File: config.mk
export PLATFORM = sky130hd
export DESIGN_NAME = gcd_requester
export DESIGN_NICKNAME = d
export VERILOG_FILES = /design/src/rtl/gcd_pkg.sv /design/src/rtl/gcd_sat_counter.sv /design/src/rtl/gcd_requester.sv
export SDC_FILE = /design/constraint.sdc
export NUM_CORES = 1
export LEC_CHECK = 0
export CAP_MARGIN = 15
export CORE_UTILIZATION = 52
export CTS_CLUSTER_SIZE = 25
export DETAILED_ROUTE_END_ITERATION = 16
export GPL_ROUTABILITY_DRIVEN = 0
export HOLD_SLACK_MARGIN = 0.1
export PLACE_DENSITY = 0.85
export SLEW_MARGIN = 40
export SYNTH_ARGS = -nofsm -noshare
export SYNTH_HDL_FRONTEND = slang
export SYNTH_SLANG_ARGS = --single-unit
File: constraint.sdc
create_clock -name clock -period 3.4 [get_ports clock]
set_clock_uncertainty 0.05 [all_clocks]
set_input_delay 0.51 -clock clock [delete_from_list [all_inputs] [get_ports clock]]
set_output_delay 0.51 -clock clock [all_outputs]
set_load 0.01 [all_outputs]
File: src/rtl/gcd_pkg.sv
// Shared definitions for the GCD requester: FSM encoding, default width,
// and the saturating increment used by the job statistics counters.
package gcd_pkg;

    localparam int GCD_WIDTH_DEF = 8;

    typedef logic [1:0] state_t;

    localparam state_t ST_IDLE  = 2'd0;
    localparam state_t ST_ISSUE = 2'd1;
    localparam state_t ST_WAIT  = 2'd2;
    localparam state_t ST_HOLD  = 2'd3;

    // Increment v, but stop at the all-ones value of a w-bit counter
    function automatic logic [63:0] sat_inc(input logic [63:0] v, input int w);
        logic [63:0] max_v;
        max_v = (w >= 64) ? '1 : ((64'd1 << w) - 64'd1);
        return (v >= max_v) ? v : v + 64'd1;
    endfunction

endpackage

File: src/rtl/gcd_sat_counter.sv
// Saturating event counter: counts inc pulses, sticks at its maximum,
// cleared only by reset.
module gcd_sat_counter
    import gcd_pkg::*;
#(
    parameter int CNT_W = 16
) (
    input  logic             clock,
    input  logic             reset_n,
    input  logic             inc,
    output logic [CNT_W-1:0] value
);

    // Count up on inc, holding at the top value instead of wrapping
    always_ff @(posedge clock or negedge reset_n) begin
        if (!reset_n) begin
            value <= '0;
        end else if (inc) begin
            value <= CNT_W'(sat_inc(64'(value), CNT_W));
        end
    end

endmodule

File: src/rtl/gcd_requester.sv
// Initiator for a GCD core start/done handshake: takes operand pairs from a
// valid/ready stream, pulses start, waits (with timeout) for done, and offers
// the captured result on a downstream valid/ready stream.
module gcd_requester
    import gcd_pkg::*;
#(
    parameter int WIDTH   = GCD_WIDTH_DEF,
    parameter int TIMEOUT = 1024,
    parameter int CNT_W   = 16
) (
    input  logic             clock,
    input  logic             reset_n,
    input  logic             in_valid,
    output logic             in_ready,
    input  logic [WIDTH-1:0] in_a,
    input  logic [WIDTH-1:0] in_b,
    output logic             gcd_start,
    output logic [WIDTH-1:0] gcd_a,
    output logic [WIDTH-1:0] gcd_b,
    input  logic             gcd_done,
    input  logic [WIDTH-1:0] gcd_outp,
    output logic             out_valid,
    input  logic             out_ready,
    output logic [WIDTH-1:0] out_data,
    output logic             out_err,
    output logic             spurious,
    output logic [CNT_W-1:0] cnt_ok,
    output logic [CNT_W-1:0] cnt_tmo
);

    localparam int TMR_W = $clog2(TIMEOUT + 1);
    localparam logic [TMR_W-1:0] TMR_LAST = TMR_W'(TIMEOUT - 1);

    state_t           state;
    state_t           state_nxt;
    logic [WIDTH-1:0] a_q;
    logic [WIDTH-1:0] b_q;
    logic [TMR_W-1:0] timer;
    logic             accept;
    logic             job_ok;
    logic             job_tmo;

    // in_ready is forced low while reset is held, even though state is IDLE
    assign in_ready  = reset_n && (state == ST_IDLE);
    assign gcd_start = (state == ST_ISSUE);
    assign out_valid = (state == ST_HOLD);
    assign gcd_a     = a_q;
    assign gcd_b     = b_q;

    assign accept  = in_valid && in_ready;
    // done has priority over a timeout landing in the same cycle
    assign job_ok  = (state == ST_WAIT) && gcd_done;
    assign job_tmo = (state == ST_WAIT) && !gcd_done && (timer == TMR_LAST);

    // Next-state decode for the request/wait/hold sequence
    always_comb begin
        state_nxt = state;
        case (state)
            ST_IDLE:  if (accept) state_nxt = ST_ISSUE;
            ST_ISSUE: state_nxt = ST_WAIT;
            ST_WAIT:  if (job_ok || job_tmo) state_nxt = ST_HOLD;
            ST_HOLD:  if (out_ready) state_nxt = ST_IDLE;
            default:  state_nxt = ST_IDLE;
        endcase
    end

    // State register; reset drops any job in flight
    always_ff @(posedge clock or negedge reset_n) begin
        if (!reset_n) state <= ST_IDLE;
        else          state <= state_nxt;
    end

    // Operand capture; held unchanged from ISSUE through HOLD
    always_ff @(posedge clock or negedge reset_n) begin
        if (!reset_n) begin
            a_q <= '0;
            b_q <= '0;
        end else if (accept) begin
            a_q <= in_a;
            b_q <= in_b;
        end
    end

    // WAIT-cycle timer, restarted in ISSUE
    always_ff @(posedge clock or negedge reset_n) begin
        if (!reset_n)                timer <= '0;
        else if (state == ST_ISSUE)  timer <= '0;
        else if (state == ST_WAIT)   timer <= timer + 1'b1;
    end

    // Result capture: core result on done, zero plus error flag on timeout
    always_ff @(posedge clock or negedge reset_n) begin
        if (!reset_n) begin
            out_data <= '0;
            out_err  <= 1'b0;
        end else if (job_ok) begin
            out_data <= gcd_outp;
            out_err  <= 1'b0;
        end else if (job_tmo) begin
            out_data <= '0;
            out_err  <= 1'b1;
        end
    end

    // Sticky flag for done pulses arriving when no job is waiting
    always_ff @(posedge clock or negedge reset_n) begin
        if (!reset_n)                          spurious <= 1'b0;
        else if (gcd_done && state != ST_WAIT) spurious <= 1'b1;
    end

    gcd_sat_counter #(.CNT_W(CNT_W)) u_cnt_ok (
        .clock   (clock),
        .reset_n (reset_n),
        .inc     (job_ok),
        .value   (cnt_ok)
    );

    gcd_sat_counter #(.CNT_W(CNT_W)) u_cnt_tmo (
        .clock   (clock),
        .reset_n (reset_n),
        .inc     (job_tmo),
        .value   (cnt_tmo)
    );

endmodule

==> results.md <==
- Status: complete, no violations
- Crit Path Category: flop to output pin
- Worst min-delay path class: input pin to asynchronous set/reset pin
- Slew headroom: 0.522
- Worst VDD drop: 0.540 mV
- Crit path DAT: 1860 ps
- Total Routing Usage GR: 0.238
- RSZ-0062 raised after global routing: no
- Initial Util: 0.546
- #FFs+latches synth: 71
- Via-to-Cell Ratio: 5.71
- Die Y-Extent: 81.5 um
- Cts hold-fix bufs: 0
- Tightest Pin Transition: 715 ps
- Core Footprint: 0.00603 mm2
- Max incr delay on CP: 610 ps
- Part of the Yosys area used for sequential elements: 0.540
- Routed Antenna Nets: 0
- Sum Neg Setup Slack: 0 ps
- RR Startpoint: u_cnt_ok.value[0]
- Drt initial violations: 193
- Predominant post-synthesis flop cell: dfrtp_1
- Worst setup EP type: output pin
- Antenna violations before repair: 0
- Avg Inst Size Synth: 11.7 um2
- EDFF count, synth: 0
- Worst Setup SP: state[1]
- # DRC: 0
- WP buf/inv: 2
- Max Cap Viol: 0
- CTS clk-pin slew, worst paths: 80 ps
- Top Ports: 90
- Mapped cell area: 0.00329 mm2
- Tcrit/Tclk final: 0.712
- Chip width: 81.5 um
- 1st-pass router iterations: 4
- CTS buffer count: 9
- Setup Viol. Count Final: 0
- Post-CTS Setup Repair Bufs: 0
- Number of antenna diodes: 0
- Nets: 413
- Cell Chain, Critical Path: inv_1 -> ha_1 -> clkdlybuf4s50_1
- Worst-path fanout max: 12
- Most frequent cells in the layout: 88 x clkdlybuf4s50_1, 71 x dfrtp_1, 21 x nand2_1
- Clk_lat worst skew: 340 ps
- Clock Path Buffers: 2
- Vias in the first global route: 2461
- Cts repair resizes: 0
- Detailed Place HPWL: 5.10 mm
- Hold Violations, Final: 0
- Yosys cell types: 42
- CP top delay family: buffers and inverters
- Via count: 2603
- Ys Warns: 0
- Worst path required time: 2840 ps
- Global-route wire length before repair: 11.8 mm
- CTS tree: yes
- Number of port buffers: 89
- Total gr overflow: 0
- CTS H-Tree Depth: 3
- Clock root buffer: clkbuf_8
- Hold slack: 249 ps
- Most common cell after layout, fill and taps aside: clkdlybuf4s50_1
- Max stage delay cell, worst path: clkdlybuf4s50_1
- Post-Route WL: 7.36 mm
- Share of cells above drive strength 1: 0.121
- Fin. max-slew vios: 0
- Post-Syn Nets: 317
- Die area: 0.00665 mm2
- FFs w/ async S/R, synth: 1.00
- Wire length per cell: 16.1 um
- Fmax: 0.413 GHz
- LEAKAGE: 1.91 nW
- Fillers: 431
- PD cells: 672 mW/mm2
- Crit path time final: 2420 ps
- Nature of the critical path startpoint: flop
- Cell Rows: 28
- Area Overhead vs Synth: 36.1%
- Post-synthesis cell count: 281
- Largest net degree at the start of global routing: 73
- DP Worst Slack: 962 ps
- Final worst slack: 981 ps
- CTS sink count: 71
layout make-up:
cell class | count | area [um2] | area share
clock inverter | 6 | 86.3 | 0.0193
inverter | 6 | 22.5 | 0.00503
sequential | 71 | 1780 | 0.397
tap | 75 | 93.8 | 0.0210
multi-input combinational | 197 | 1460 | 0.326
clock buffer | 9 | 124 | 0.0277
timing repair buffer | 92 | 912 | 0.204
cells by family (layout without fill, tap and decap cells):
logic type,after synthesis,count (layout),synth area share
and+or+nand+nor,105,105,0.193
xor gates and xnor gates,32,32,0.0852
adders and majority gates,7,7,0.0266
DFF,71,71,0.540
buffers and inverters,13,113,0.0156
muxes,21,21,0.0708
AOI/OAI and AO/OA,32,32,0.0689
worst register-to-register path: stages (launching register included):
cell and delay, ps:
dfrtp_1 440, ha_1 230, nand4_1 180, nor4_2 570, buf_4 280, and4bb_2 260
xor2_1 140
routing by layer:
metal	wire, um	up-vias	part of all wire	track usage
li1	-	1210	-	-
met1	3170	1290	0.43	0.313
met2	3580	89	0.49	0.381
met3	444	14	0.060	0.0500
met4	170	0	0.023	0.0982
met5	0	-	0	0
power breakdown:
group	switching, mW	leakage [nW]	internal, mW
sequential	0.157	0.925	1.05
clock	0.314	0.105	0.407
combinational	0.488	0.878	0.593
total	0.959	1.91	2.05
through the flow:
step | util | area (um2) | power (mW) | instances
4_1_cts | 0.743 | 4480 | 3.03 | 456
5_1_grt | 0.743 | 4480 | 3.18 | 456
6_report | 0.743 | 4480 | 3.01 | 456
3_5_place_dp | 0.708 | 4270 | 2.29 | 441
3_3_place_gp | 0.707 | 4260 | 2.26 | 441
2_1_floorplan | - | 3290 | 1.75 | 281
state kept, by name, indices dropped and copies added, names as in the netlist:
| name | flops |
|---|---|
| gcd_b | 8 |
| u_cnt_ok.value | 16 |
| u_cnt_tmo.value | 16 |
| out_err | 1 |
| timer | 11 |
| gcd_a | 8 |
| state | 2 |
| out_data | 8 |
| spurious | 1 |
cells in the mapped netlist, drive strengths merged, types with 3 or more instances:
master,count,area (um2)
a21oi,3,15.0
a22o,11,96.3
and2,3,18.8
and3,3,18.8
and4,3,26.3
clkbuf,5,18.8
dfrtp,71,1780
ha,7,87.6
inv,6,22.5
mux2,18,203
mux2i,3,30.0
nand2,22,85.1
nand3,15,85.1
nand4,13,81.3
nand4b,4,35.0
nor2,17,63.8
nor3,8,40.0
nor4,6,73.8
o21ai,9,45.0
xnor2,18,158
xor2,14,123
worst paths after layout:
kind / cells after the start / slack [ps] / end
setup / recovery: 3 / 980 / gcd_start
hold / removal: 2 / 250 / u_cnt_ok.value[1]
setup reg to reg: 6 / 1130 / u_cnt_ok.value[13]
hold reg to reg: 1 / 410 / spurious
max in group asynchronous: 2 / 2590 / spurious
min in group clock: 1 / 410 / spurious
Note: power is estimated with default switching activity, not from simulation.
